### src/rtl/button_event_gen_if.sv
// Signal bundle between a debounced button and its event generator.
// The master drives the button level and repeat enable; the slave returns events and hold status.
`timescale 1ns/1ps

interface button_event_gen_if;
    logic DataIn;
    logic RepeatEn;
    logic Press;
    logic Release;
    logic LongPress;
    logic Repeat;
    logic Held;
    logic LongHeld;

    modport master (
        output DataIn, RepeatEn,
        input  Press, Release, LongPress, Repeat, Held, LongHeld
    );

    modport slave (
        input  DataIn, RepeatEn,
        output Press, Release, LongPress, Repeat, Held, LongHeld
    );
endinterface

### src/rtl/button_event_gen.sv
// Turns a debounced button level into registered single-cycle Press/Release/LongPress/Repeat
// events, plus Held/LongHeld status levels.
`timescale 1ns/1ps

module button_event_gen #(
    parameter int HOLD_CYCLES   = 4096,
    parameter int REPEAT_CYCLES = 1024,
    parameter int CNT_W         = 13
) (
    input logic               Clock,
    input logic               Reset,
    button_event_gen_if.slave Bus
);

    typedef enum logic [1:0] {
        Idle    = 2'b00,
        Pressed = 2'b01,
        Long    = 2'b10
    } stateT;

    localparam logic [CNT_W-1:0] HoldLast   = CNT_W'(HOLD_CYCLES - 1);
    localparam logic [CNT_W-1:0] RepeatLast = CNT_W'(REPEAT_CYCLES - 1);
    localparam logic [CNT_W-1:0] CntOne     = CNT_W'(1);

    stateT            state, nextState;
    logic [CNT_W-1:0] cnt, nextCnt;

    logic pressQ, releaseQ, longPressQ, repeatQ, heldQ, longHeldQ;
    logic pressD, releaseD, longPressD, repeatD;

    // Next-state, next-count and next-pulse decode for the current sample.
    always_comb begin
        // NOTE: every signal assigned here gets a default first, so no path can infer a latch.
        nextState  = state;
        nextCnt    = cnt;
        pressD     = 1'b0;
        releaseD   = 1'b0;
        longPressD = 1'b0;
        repeatD    = 1'b0;

        case (state)
            Idle: begin
                if (Bus.DataIn) begin
                    nextState = Pressed;
                    nextCnt   = CntOne;
                    pressD    = 1'b1;
                end else begin
                    nextCnt   = '0;
                end
            end

            Pressed: begin
                if (!Bus.DataIn) begin
                    nextState = Idle;
                    nextCnt   = '0;
                    releaseD  = 1'b1;
                end else if (cnt == HoldLast) begin
                    nextState  = Long;
                    nextCnt    = '0;
                    longPressD = 1'b1;
                end else begin
                    nextCnt = cnt + CntOne;
                end
            end

            Long: begin
                if (!Bus.DataIn) begin
                    nextState = Idle;
                    nextCnt   = '0;
                    releaseD  = 1'b1;
                end else if (!Bus.RepeatEn) begin
                    nextCnt = '0;
                end else if (cnt == RepeatLast) begin
                    nextCnt = '0;
                    repeatD = 1'b1;
                end else begin
                    nextCnt = cnt + CntOne;
                end
            end

            // Unreachable encoding recovers silently to idle.
            default: begin
                nextState = Idle;
                nextCnt   = '0;
            end
        endcase
    end

    // State, counter and all outputs share one register stage.
    always_ff @(posedge Clock or negedge Reset) begin
        if (!Reset) begin
            state      <= Idle;
            cnt        <= '0;
            pressQ     <= 1'b0;
            releaseQ   <= 1'b0;
            longPressQ <= 1'b0;
            repeatQ    <= 1'b0;
            heldQ      <= 1'b0;
            longHeldQ  <= 1'b0;
        end else begin
            // NOTE: non-blocking assignments keep every flop sampling pre-edge values.
            state      <= nextState;
            cnt        <= nextCnt;
            pressQ     <= pressD;
            releaseQ   <= releaseD;
            longPressQ <= longPressD;
            repeatQ    <= repeatD;
            heldQ      <= (nextState != Idle);
            longHeldQ  <= (nextState == Long);
        end
    end

    assign Bus.Press     = pressQ;
    assign Bus.Release   = releaseQ;
    assign Bus.LongPress = longPressQ;
    assign Bus.Repeat    = repeatQ;
    assign Bus.Held      = heldQ;
    assign Bus.LongHeld  = longHeldQ;

endmodule

### src/flat_wrapper.sv
// flat-port wrapper written by rule: the top's interface ports become plain ports
module button_event_gen_flat 
#(
    parameter int HOLD_CYCLES   = 4096,
    parameter int REPEAT_CYCLES = 1024,
    parameter int CNT_W         = 13
)
  (Clock, Reset, Bus_DataIn, Bus_RepeatEn, Bus_Press, Bus_Release, Bus_LongPress, Bus_Repeat, Bus_Held, Bus_LongHeld);
  button_event_gen_if Bus_i ();
  input logic Clock;
  input logic Reset;
  input wire logic [$bits(Bus_i.DataIn)-1:0] Bus_DataIn;
  input wire logic [$bits(Bus_i.RepeatEn)-1:0] Bus_RepeatEn;
  output wire logic [$bits(Bus_i.Press)-1:0] Bus_Press;
  output wire logic [$bits(Bus_i.Release)-1:0] Bus_Release;
  output wire logic [$bits(Bus_i.LongPress)-1:0] Bus_LongPress;
  output wire logic [$bits(Bus_i.Repeat)-1:0] Bus_Repeat;
  output wire logic [$bits(Bus_i.Held)-1:0] Bus_Held;
  output wire logic [$bits(Bus_i.LongHeld)-1:0] Bus_LongHeld;
  assign Bus_i.DataIn = Bus_DataIn;
  assign Bus_i.RepeatEn = Bus_RepeatEn;
  assign Bus_Press = Bus_i.Press;
  assign Bus_Release = Bus_i.Release;
  assign Bus_LongPress = Bus_i.LongPress;
  assign Bus_Repeat = Bus_i.Repeat;
  assign Bus_Held = Bus_i.Held;
  assign Bus_LongHeld = Bus_i.LongHeld;
  button_event_gen #(.HOLD_CYCLES(HOLD_CYCLES), .REPEAT_CYCLES(REPEAT_CYCLES), .CNT_W(CNT_W)) u_core (.Clock(Clock), .Reset(Reset), .Bus(Bus_i));
endmodule
### config.mk
export PLATFORM = sky130hd
export DESIGN_NAME = button_event_gen_flat
export DESIGN_NICKNAME = d
export VERILOG_FILES = /design/src/rtl/button_event_gen_if.sv /design/src/rtl/button_event_gen.sv /design/src/flat_wrapper.sv
export SDC_FILE = /design/constraint.sdc
export NUM_CORES = 1
export LEC_CHECK = 0
export ABC_CLOCK_PERIOD_IN_PS = 4100
export CORE_MARGIN = 2
export CORE_UTILIZATION = 58
export CTS_BUF_LIST = sky130_fd_sc_hd__clkbuf_16
export DETAILED_ROUTE_END_ITERATION = 8
export PLACE_DENSITY = 0.85
export SLEW_MARGIN = 20
export SYNTH_ARGS = -nofsm -noshare
export SYNTH_HDL_FRONTEND = slang
export SYNTH_SLANG_ARGS = --single-unit
### constraint.sdc
create_clock -name Clock -period 4.1 [get_ports Clock]
set_clock_uncertainty 0.05 [all_clocks]
set_input_delay 0.41 -clock Clock [delete_from_list [all_inputs] [get_ports Clock]]
set_output_delay 0.41 -clock Clock [all_outputs]
set_load 0.005 [all_outputs]
==> flow_summary.yaml <==
critical_path:
  startpoint_type: "flip-flop"
  cp_max_fo: 13
  cpMaxStageDelayCell: "nor4_1"
  arrival_ns: 2.24
  worstSetupPathType: "flip-flop to flip-flop"
  crit_family: "simple AND/OR/NAND/NOR gates"
  reg2reg_depth: 5
  slowest_delay_ns: 0.55
  end_kind: "flip-flop"
  rr_startpoint: "u_core.cnt[0]$_DFF_PN0_"
  path_cells: "ha_1 -> nand3_2 -> nor4_1 -> o22a_1 -> o21ai_0"
  r2r_end: "u_core.cnt[0]$_DFF_PN0_"
  r2r_setup_slack_ns: 1.92
  path_buf_inv: 0
  critPathRequiredTime_ns: 4.17
cts:
  numCtsBuffers: 3
  clkSlewWorstSetupHoldPaths_ns: 0.05
  cts_setup_buffers: 0
  clock-sinks: 21
  cts_tree: "done"
  root_buffer: "clkbuf_16"
  ctsHoldBuffers: 0
  insertion_delay_ns: 0.25
  cts_resized: 0
  clockBufferDepth: 2
  htreeDepth: 1
floorplanning:
  start_util_pct: 60.7
  design.core.area_mm2: 0.00171
  die_area_mm2: 0.00214
  dieWidth_um: 46.3
  die_h_um: 46.3
  ios: 10
  rows: 15
yosys:
  syn_inst: 100
  yosysSeqAreaShare_pct: 50.7
  synth_seq_cells: 21
  avgSynthCellArea_um2: 10.4
  yosysWarnings: 0
  yosysUniqueCellTypes: 29
  syn_nets: 109
  synth_area_mm2: 0.00104
route:
  drc: 0
  dr.pass1.iters: 4
  vias: 766
  wirelength_um: 1960
  final_antenna_net_count: 0
  drt_iter0_markers: 21
  avgRoutedWirePerCell_um: 14.4
  viasPerCell: 5.63
sta:
  setup_ws_ns: 1.92
  fin_crit_sh_pct: 53.1
  fmaxAchievable_mhz: 460
  min_period_ns: 2.18
  rsz0062_at_grt: "no"
  finalMaxSlewViolations: 0
  hold_ws_ns: 0.507
  setup_viol: 0
  finalHoldViolations: 0
  slew_headroom_pct: 40.2
  worst-slew-pin-transition_ns: 0.894
  setup_tns_ns: 0
global_route:
  gr-total-overflow: 0
  groute.layer.met3.usage_pct: 5.88
  grt_pass1_vias: 727
  gr-max-usage-layer: "met2"
  antenna_found_initial: 0
  grt.total_usage_pct: 22.8
  grt_max_degree: 22
  met2_usage_pct: 35.6
  grt_pass1_wl_um: 3340
  met1_usage_pct: 31.1
pwr:
  leakage_nw: 0.516
  p_per_area_mw_per_mm2: 466
  power_uw: 571
  irDropWorstVdd_mv: 0.410
finish:
  layout_common_cells: "21 x dfrtp_1, 14 x nor2_1, 9 x clkdlybuf4s50_1, 6 x nand3_1, 6 x xnor2_1"
  drive_above_1_share_pct: 6.31
  fin_area_mm2: 0.00123
  final_util_pct: 71.8
  mostFrequentLayoutCell: "dfrtp_1"
  fin_nets: 121
  instances_no_fill: 136
  area_delta_synth_final_pct: 18.4
  n_antenna_cell: 0
min_path:
  min_path_cells: 1
  min_from: "u_core.cnt[12]$_DFF_PN0_"
  min_path_type: "flip-flop to flip-flop"
  holdPathEnd: "u_core.Bus.LongPress$_DFF_PN0_"
placed_design:
  hpwl_um: 1400
  place.port_buffers: 9
  gp_congestion: 0.764
  place_ws_ns: 1.94
  dp.cells: 132
  dpl_cell_area_mm2: 0.00115
run:
  maxCapViolations: 0
status:
  status: "finished clean"
## logic make-up (layout without fill, tap and decap cells)
family,count (synthesis),count (layout),share of synthesized area (%)
compound gates,11,11,6.88
simple gates,46,46,25.0
buf+inv,7,18,2.90
xor+xnor,10,10,8.45
fa+ha+maj,5,5,6.04
flops,21,21,50.7
## registers in the layout (all words and copies together), names as in the netlist
register and flops:
u_core.Bus.Press 1, u_core.Bus.LongPress 1, u_core.Bus.Release 1, u_core.state 2, u_core.Bus.Repeat 1, u_core.cnt 13
u_core.Bus.LongHeld 1, u_core.Bus.Held 1
## power breakdown
group          switching (mW)  leakage, nW  total, mW  internal [mW]
Sequential             0.0219        0.285      0.253          0.231
Combinational          0.0602        0.191      0.117         0.0566
Clock                  0.0706       0.0409      0.201          0.131
## Yosys cell counts
master,count,area share (%)
a221o_1,1,0.97
clkbuf_1,1,0.36
xnor2_1,6,5.1
nor4_1,4,2.4
xor2_1,4,3.4
dfrtp_1,21,51
nand4_1,3,1.8
nand4_4,1,2.1
and4_1,1,0.85
nand3_2,1,0.97
or2_2,1,0.60
and2_1,1,0.60
buf_4,1,0.72
nor2_1,14,5.1
a21o_1,1,0.72
o21ai_0,5,2.4
or4bb_1,1,1.1
nand3_1,6,2.9
nor3_1,3,1.4
o21a_1,1,0.72
o22a_1,1,0.85
ha_1,5,6.0
a21oi_1,1,0.48
a22oi_1,1,0.72
nand2_1,5,1.8
or4_1,1,0.72
nor2b_1,3,1.8
inv_1,5,1.8
nand4b_1,1,0.85
## worst max path at each step
stage | from | depth (start not counted) | slack (ns) | to
after floorplan | u_core.cnt[0]$_DFF_PN0_ | 5 | 2.35 | u_core.Bus.Held$_DFF_PN0_
after global placement | u_core.cnt[0]$_DFF_PN0_ | 5 | 1.97 | u_core.cnt[0]$_DFF_PN0_
after detailed placement | u_core.cnt[0]$_DFF_PN0_ | 5 | 1.94 | u_core.cnt[0]$_DFF_PN0_
after CTS | u_core.cnt[0]$_DFF_PN0_ | 5 | 1.92 | u_core.cnt[0]$_DFF_PN0_
after global routing | u_core.cnt[0]$_DFF_PN0_ | 5 | 1.64 | u_core.cnt[0]$_DFF_PN0_
final | u_core.cnt[0]$_DFF_PN0_ | 5 | 1.92 | u_core.cnt[0]$_DFF_PN0_
## final cells by class
cell class | count | area (um2)
clock buffer | 3 | 75.1
clock inverter | 1 | 5.00
fill | 123 | 482
inverter | 5 | 18.8
multi-input combinational | 72 | 480
sequential | 21 | 526
tap | 25 | 31.3
timing repair buffer | 9 | 90.1
## routing by layer
metal / wire [um] / part of all wire (%) / vias up
met5: 0 / 0 / -
met2: 965 / 49 / 30
li1: - / - / 369
met3: 92 / 4.7 / 4
met1: 879 / 45 / 363
met4: 22 / 1.1 / 0
(Power assumes the default switching activity.)
